[src/rtl/uart_rx.sv]
// uart_rx: oversampled asynchronous serial receiver.
// Presents one byte per frame with parity/frame/overrun status.
module uart_rx #(
  parameter int CLK_FREQ = 50_000_000,
  parameter int OVS      = 16
) (
  input  logic       clk,
  input  logic       reset,
  input  logic       rx,
  input  logic [1:0] bd_rate,
  input  logic [1:0] par,
  input  logic       d_num,
  input  logic       s_num,
  input  logic       rd_en,
  output logic [7:0] dout,
  output logic [2:0] err,
  output logic       rdy,
  output logic       busy
);

  localparam int DIV0 = CLK_FREQ / (OVS * 1200);
  localparam int DIV1 = CLK_FREQ / (OVS * 2400);
  localparam int DIV2 = CLK_FREQ / (OVS * 4800);
  localparam int DIV3 = CLK_FREQ / (OVS * 9600);
  localparam int CW   = $clog2(DIV0 + 1);
  localparam int OW   = $clog2(OVS);

  localparam logic [OW-1:0] OS_MID = OW'(OVS / 2 - 1);
  localparam logic [OW-1:0] OS_END = OW'(OVS - 1);

  localparam logic [2:0] S_IDLE   = 3'd0;
  localparam logic [2:0] S_START  = 3'd1;
  localparam logic [2:0] S_DATA   = 3'd2;
  localparam logic [2:0] S_PARITY = 3'd3;
  localparam logic [2:0] S_STOP1  = 3'd4;
  localparam logic [2:0] S_STOP2  = 3'd5;

  logic          r_rx_s1, r_rx_s2, r_rx_prev;
  logic [1:0]    r_warm;
  logic [2:0]    r_state;
  logic [CW-1:0] r_tick_cnt;
  logic [OW-1:0] r_os_cnt;
  logic [2:0]    r_bit_cnt;
  logic [7:0]    r_shift;
  logic [1:0]    r_bd, r_par;
  logic          r_d8, r_s2;
  logic          r_perr, r_ferr;
  logic [7:0]    r_dout;
  logic [2:0]    r_err;
  logic          r_rdy;

  logic [CW-1:0] w_div_m1;
  logic [7:0]    w_data;
  logic          w_fall, w_tick, w_samp, w_last;

  // prev only reports a real 1 once the preset sync flops have flushed
  always_ff @(posedge clk) begin
    if (reset) begin
      r_rx_s1   <= 1'b1;
      r_rx_s2   <= 1'b1;
      r_rx_prev <= 1'b0;
      r_warm    <= 2'b00;
    end else begin
      r_rx_s1   <= rx;
      r_rx_s2   <= r_rx_s1;
      r_warm    <= {r_warm[0], 1'b1};
      r_rx_prev <= r_rx_s2 & r_warm[1];
    end
  end

  always_comb begin
    w_div_m1 = CW'(DIV0 - 1);
    unique case (r_bd)
      2'd0: w_div_m1 = CW'(DIV0 - 1);
      2'd1: w_div_m1 = CW'(DIV1 - 1);
      2'd2: w_div_m1 = CW'(DIV2 - 1);
      2'd3: w_div_m1 = CW'(DIV3 - 1);
    endcase
  end

  assign w_fall = r_rx_prev & ~r_rx_s2;
  assign w_tick = (r_state != S_IDLE) && (r_tick_cnt == w_div_m1);
  assign w_samp = w_tick && (r_os_cnt == OS_END);
  assign w_last = w_samp && ((r_state == S_STOP1 && !r_s2) ||
                             r_state == S_STOP2);
  assign w_data = r_d8 ? r_shift : {1'b0, r_shift[7:1]};

  always_ff @(posedge clk) begin
    if (reset) begin
      r_state    <= S_IDLE;
      r_tick_cnt <= '0;
      r_os_cnt   <= '0;
      r_bit_cnt  <= '0;
      r_shift    <= '0;
      r_bd       <= '0;
      r_par      <= '0;
      r_d8       <= 1'b0;
      r_s2       <= 1'b0;
      r_perr     <= 1'b0;
      r_ferr     <= 1'b0;
      r_dout     <= '0;
      r_err      <= '0;
      r_rdy      <= 1'b0;
    end else begin
      if (rd_en)
        r_rdy <= 1'b0;
      if (r_state == S_IDLE || w_tick)
        r_tick_cnt <= '0;
      else
        r_tick_cnt <= r_tick_cnt + 1'b1;
      if (w_tick)
        r_os_cnt <= (r_os_cnt == OS_END) ? '0 : r_os_cnt + 1'b1;

      unique case (r_state)
        S_IDLE: begin
          if (w_fall) begin
            r_state   <= S_START;
            r_os_cnt  <= '0;
            r_bit_cnt <= '0;
            r_shift   <= '0;
            r_perr    <= 1'b0;
            r_ferr    <= 1'b0;
            r_bd      <= bd_rate;
            r_par     <= par;
            r_d8      <= d_num;
            r_s2      <= s_num;
          end
        end
        S_START: begin
          if (w_tick && r_os_cnt == OS_MID) begin
            r_os_cnt <= '0;
            r_state  <= r_rx_s2 ? S_IDLE : S_DATA;
          end
        end
        S_DATA: begin
          if (w_samp) begin
            r_shift   <= {r_rx_s2, r_shift[7:1]};
            r_bit_cnt <= r_bit_cnt + 1'b1;
            if (r_bit_cnt == (r_d8 ? 3'd7 : 3'd6))
              r_state <= (r_par == 2'd1 || r_par == 2'd2) ?
                         S_PARITY : S_STOP1;
          end
        end
        S_PARITY: begin
          if (w_samp) begin
            r_perr  <= (^w_data) ^ r_rx_s2 ^ (r_par == 2'd1);
            r_state <= S_STOP1;
          end
        end
        S_STOP1: begin
          if (w_samp) begin
            r_ferr  <= r_ferr | ~r_rx_s2;
            r_state <= S_STOP2;
          end
        end
        S_STOP2: ;
        default: r_state <= S_IDLE;
      endcase

      // a same-cycle ack consumes the old byte, so no overrun
      if (w_last) begin
        r_dout  <= w_data;
        r_err   <= {r_rdy & ~rd_en, r_ferr | ~r_rx_s2, r_perr};
        r_rdy   <= 1'b1;
        r_state <= S_IDLE;
      end
    end
  end

  assign dout = r_dout;
  assign err  = r_err;
  assign rdy  = r_rdy;
  assign busy = (r_state != S_IDLE);

endmodule

[config.mk]
export PLATFORM = sky130hd
export DESIGN_NAME = uart_rx
export DESIGN_NICKNAME = d
export VERILOG_FILES = /design/src/rtl/uart_rx.sv
export SDC_FILE = /design/constraint.sdc
export NUM_CORES = 1
export LEC_CHECK = 0
export ABC_AREA = 1
export CORE_MARGIN = 3
export CORE_UTILIZATION = 45
export DETAILED_ROUTE_END_ITERATION = 10
export MAX_ROUTING_LAYER = met4
export PLACE_DENSITY = 0.7
export SETUP_SLACK_MARGIN = 0.2
export SLEW_MARGIN = 20
export SYNTH_ARGS = -nofsm -noshare
export SYNTH_HDL_FRONTEND = slang
export SYNTH_SLANG_ARGS = --single-unit
[constraint.sdc]
create_clock -name clk -period 5.4 [get_ports clk]
set_clock_uncertainty 0.1 [all_clocks]
set_input_delay 1.08 -clock clk [delete_from_list [all_inputs] [get_ports clk]]
set_output_delay 1.08 -clock clk [all_outputs]
set_load 0.005 [all_outputs]
==> metrics.md <==
| Metric | Value |
|---|---|
| Status | completed |
| Crit-path cells | clkdlybuf4s50_1, inv_1, o211ai_1, a21oi_1, o21a_1 |
| CTS tree | yes |
| Post-CTS Hold Buffers | 0 |
| Slew Limit Fails | 0 |
| Seq/Total Area, Yosys | 0.4063 |
| Pre-CTS setup slack | between 2 and 2.5 ns |
| R2r setup slk | 3.09 ns |
| Pwr per Cell Area | between 300 and 400 nW/um2 |
| Min Tclk post-route | roughly 3.1 ns |
| Tot GR Track Use | 0.1740 |
| Simple-Gate Fraction of Synth Area | 0.2673 |
| CTS Root Cell | clkbuf_8 |
| Crit Path Max Fanout | 26 |
| Worst skew pair latency | roughly 0.30 ns |
| Cts bufs inserted | 5 |
| Rel. slew slack | 0.3632 |
| Ys Warns | 0 |
| Post-DP Area | approximately 3000 um2 |
| #FFs+latches synth | 55 |
| Final hold vios | 0 |
| Syn Inst Count | about 390 |
| Top cells by area, synth | dfxtp_1 (41%), nand2_1 (9.0%), nor2_1 (8.4%) |
| N_diodes | 0 |
| Hold Slack | between 0.3 and 0.4 ns |
| Max-cap violations | 0 |
| Fin util | 0.5390 |
| Syn avg cell area | 7.021 um2 |
| Buf/Inv on CP | 2 |
| Leakage power | 1.232 nW |
| TritonRoute pass-1 iters | 5 |
| Period utilization | 0.5663 |
| Crit path launch type | primary input |
| Nets | 417 |
| Clock buffer depth | 2 |
| CP delay by family, top | buffers and inverters |
| Die H | between 80 and 90 um |
| Share of the synthesized area in the top cell type | 0.4063 |
| # setup viols final | 0 |
| Worst hold path type | reg -> reg |
| First-pass GRT wire length | between 9 and 10 mm |
| CTS H-tree lvls | 2 |
| Row cnt | 27 |
| DRT antenna net count | 0 |
| Area fraction in compound gates after synthesis | 0.1639 |
| CTS Sinks | 55 |
| Fillers | 537 |
| Mapped Nets | 400 |
| Critical Path Max Stage Delay | about 0.59 ns |
| RSZ-0062 raised after global routing | false |
| Fin area | 3059 um2 |
| Mapped Area | between 2000 and 3000 um2 |
| Crit path capture type | flip-flop |
| Largest net degree at the start of global routing | 27 |
| Vias in the first global route | approximately 2,200 |
| DRC Markers | 0 |
| Hpwl dp | roughly 4 mm |
| Worst Path Required | between 5 and 6 ns |
| Die area | between 6000 and 7000 um2 |
| Grt ovf | 0 |
| Die X | 83.61 um |
| TNS Setup | 0 ns |
| VDD IR max | between 0.2 and 0.25 mV |
| Register area | 1101 um2 |
| Core area | between 5000 and 6000 um2 |
| Largest family of logic cells by synthesized area | simple AND/OR/NAND/NOR gates |
| Synth Area in XOR/XNOR | 0.03878 |
| Port Buf Inserts | 22 |
| # IOs | 23 |
| Initial antenna violation count | 0 |
| Final WS setup | 2.342 ns |
| Routed vias | 2,344 |
| Fmax | between 300 and 400 MHz |
| Multi-input gate area | 1326 um2 |
| P&R area growth vs syn | 12.88% |
| Gpl congestion | about 0.79 |
| Post-synthesis cell type count | 33 |
| Initial DRC count | around 140 |
| Worst-Margin Slew | ~0.95 ns |
| Clock Pin Slew Worst Setup and Hold Paths | about 0.09 ns |
| Crit Path Class | in -> reg |
| Synth area leader | dfxtp_1 |
| Initial Utilization | 0.4775 |
| Critical path data arrival time | between 3 and 4 ns |
| Via-to-Cell Ratio | 4.935 |
| Slowest cell on the critical path | clkdlybuf4s50_1 |
| Post-CTS setup buffer count | 0 |
| Share of layout cells above drive strength 1 | 0.06700 |
| Routed WL | 5.574 mm |
| Mux contribution to synthesized area | 0 |
| Routed wire length per instance | around 12 um |
| Post-CTS Resized | 0 |
| Synth Area in Adders | 0.01847 |
## synth_stat cells
library cell / instances
nand3_2: 2
a21oi_2: 4
o21a_1: 7
ha_1: 4
nand2_2: 2
a21boi_0: 1
nor2_2: 2
o211ai_1: 2
nor2_1: 61
nand3_4: 1
a211oi_1: 1
buf_2: 5
a21oi_1: 25
inv_1: 54
nand2_1: 65
dfxtp_1: 55
o21ai_1: 2
nor4_1: 1
clkinv_2: 1
inv_2: 3
buf_6: 2
xor2_1: 7
nand4_1: 3
nor3_1: 6
or2_2: 3
xnor2_1: 5
nand3_1: 14
nand3b_1: 2
nor3b_1: 1
o21ai_0: 37
a31oi_1: 1
clkbuf_1: 5
nor2_4: 2
## worst reg2reg max path: stages (launching register included)
cell     delay [ns]
dfxtp_1        0.36
nor2_1         0.11
inv_1          0.07
nor2_1         0.12
inv_1          0.14
nor2_1         0.33
inv_1          0.30
nand2_2        0.29
inv_2          0.17
a21oi_1        0.15
nor2_1         0.05
## per-stage QoR
stage                     cells  total power [mW]
after floorplan             386            0.6139
after global placement      468            0.6652
after detailed placement    468            0.6684
after CTS                   475            0.9296
after global routing        475            0.9786
final                       475            0.9237
## metal layers
metal	track usage	share of wire
met2	0.2610	0.42
met4	0.05702	0.014
met5	-	0
met1	0.2330	0.52
met3	0.03850	0.050
## sequential cells by signal, summed over array words and instances (netlist names)
name / count
r_tick_cnt: 12
dout: 8
r_shift: 8
r_os_cnt: 4
err: 3
r_bit_cnt: 3
r_state: 3
r_bd: 2
r_par: 2
r_warm: 2
r_d8: 1
r_ferr: 1
r_perr: 1
r_rx_prev: 1
r_rx_s1: 1
r_rx_s2: 1
r_s2: 1
rdy: 1
## power breakdown
part           internal, mW  switching, mW  total [mW]
registers             0.423         0.0188       0.442
clock network         0.136          0.127       0.263
logic                0.0749          0.143       0.218
## cell families (layout without fill, tap and decap cells)
group | after synthesis | after routing
flip-flops | 55 | 55
adder cells (fa/ha/maj) | 4 | 4
AND/OR/NAND/NOR | 165 | 165
buffers and inverters | 70 | 87
XOR/XNOR | 12 | 12
AO/OA/AOI/OAI | 80 | 80
## worst paths after layout
check | start | endpoint | cells after the start
worst min register to register | r_warm[0] | r_warm[1] | 2
worst max register to register | r_state[1] | r_shift[0] | 10
worst min-delay path | r_warm[0] | r_warm[1] | 2
worst max-delay path | reset | r_tick_cnt[10] | 5
## placed cells by master (no fill, tap or decap)
cell             count
o211ai_1             2
nor3b_1              1
nand2_1             65
nand3_4              1
a21oi_1             25
a21oi_2              4
inv_2                3
or2_2                3
bufinv_16            1
clkdlybuf4s50_1     22
a21boi_0             1
nor3_1               6
a211oi_1             1
nand3_1             14
clkbuf_1             1
inv_1               54
nor2_1              60
xor2_1               7
nand2_2              2
xnor2_1              5
o21ai_0             37
nor2_4               2
clkbuf_8             5
o21a_1               7
nand3b_1             2
nor2_2               3
o21ai_1              2
nand4_1              3
dfxtp_1             55
nor4_1               1
nand3_2              2
clkinv_2             1
ha_1                 4
a31oi_1              1
## layout make-up
type	instances	share of cell area
inverters	58	0.07157
clock buffers	6	0.02372
flip-flops and latches	55	0.3599
clock inverters	1	0.009816
repair buffers	22	0.07198
well taps	72	0.02945
multi-input cells	261	0.4335
(Power assumes the default switching activity.)
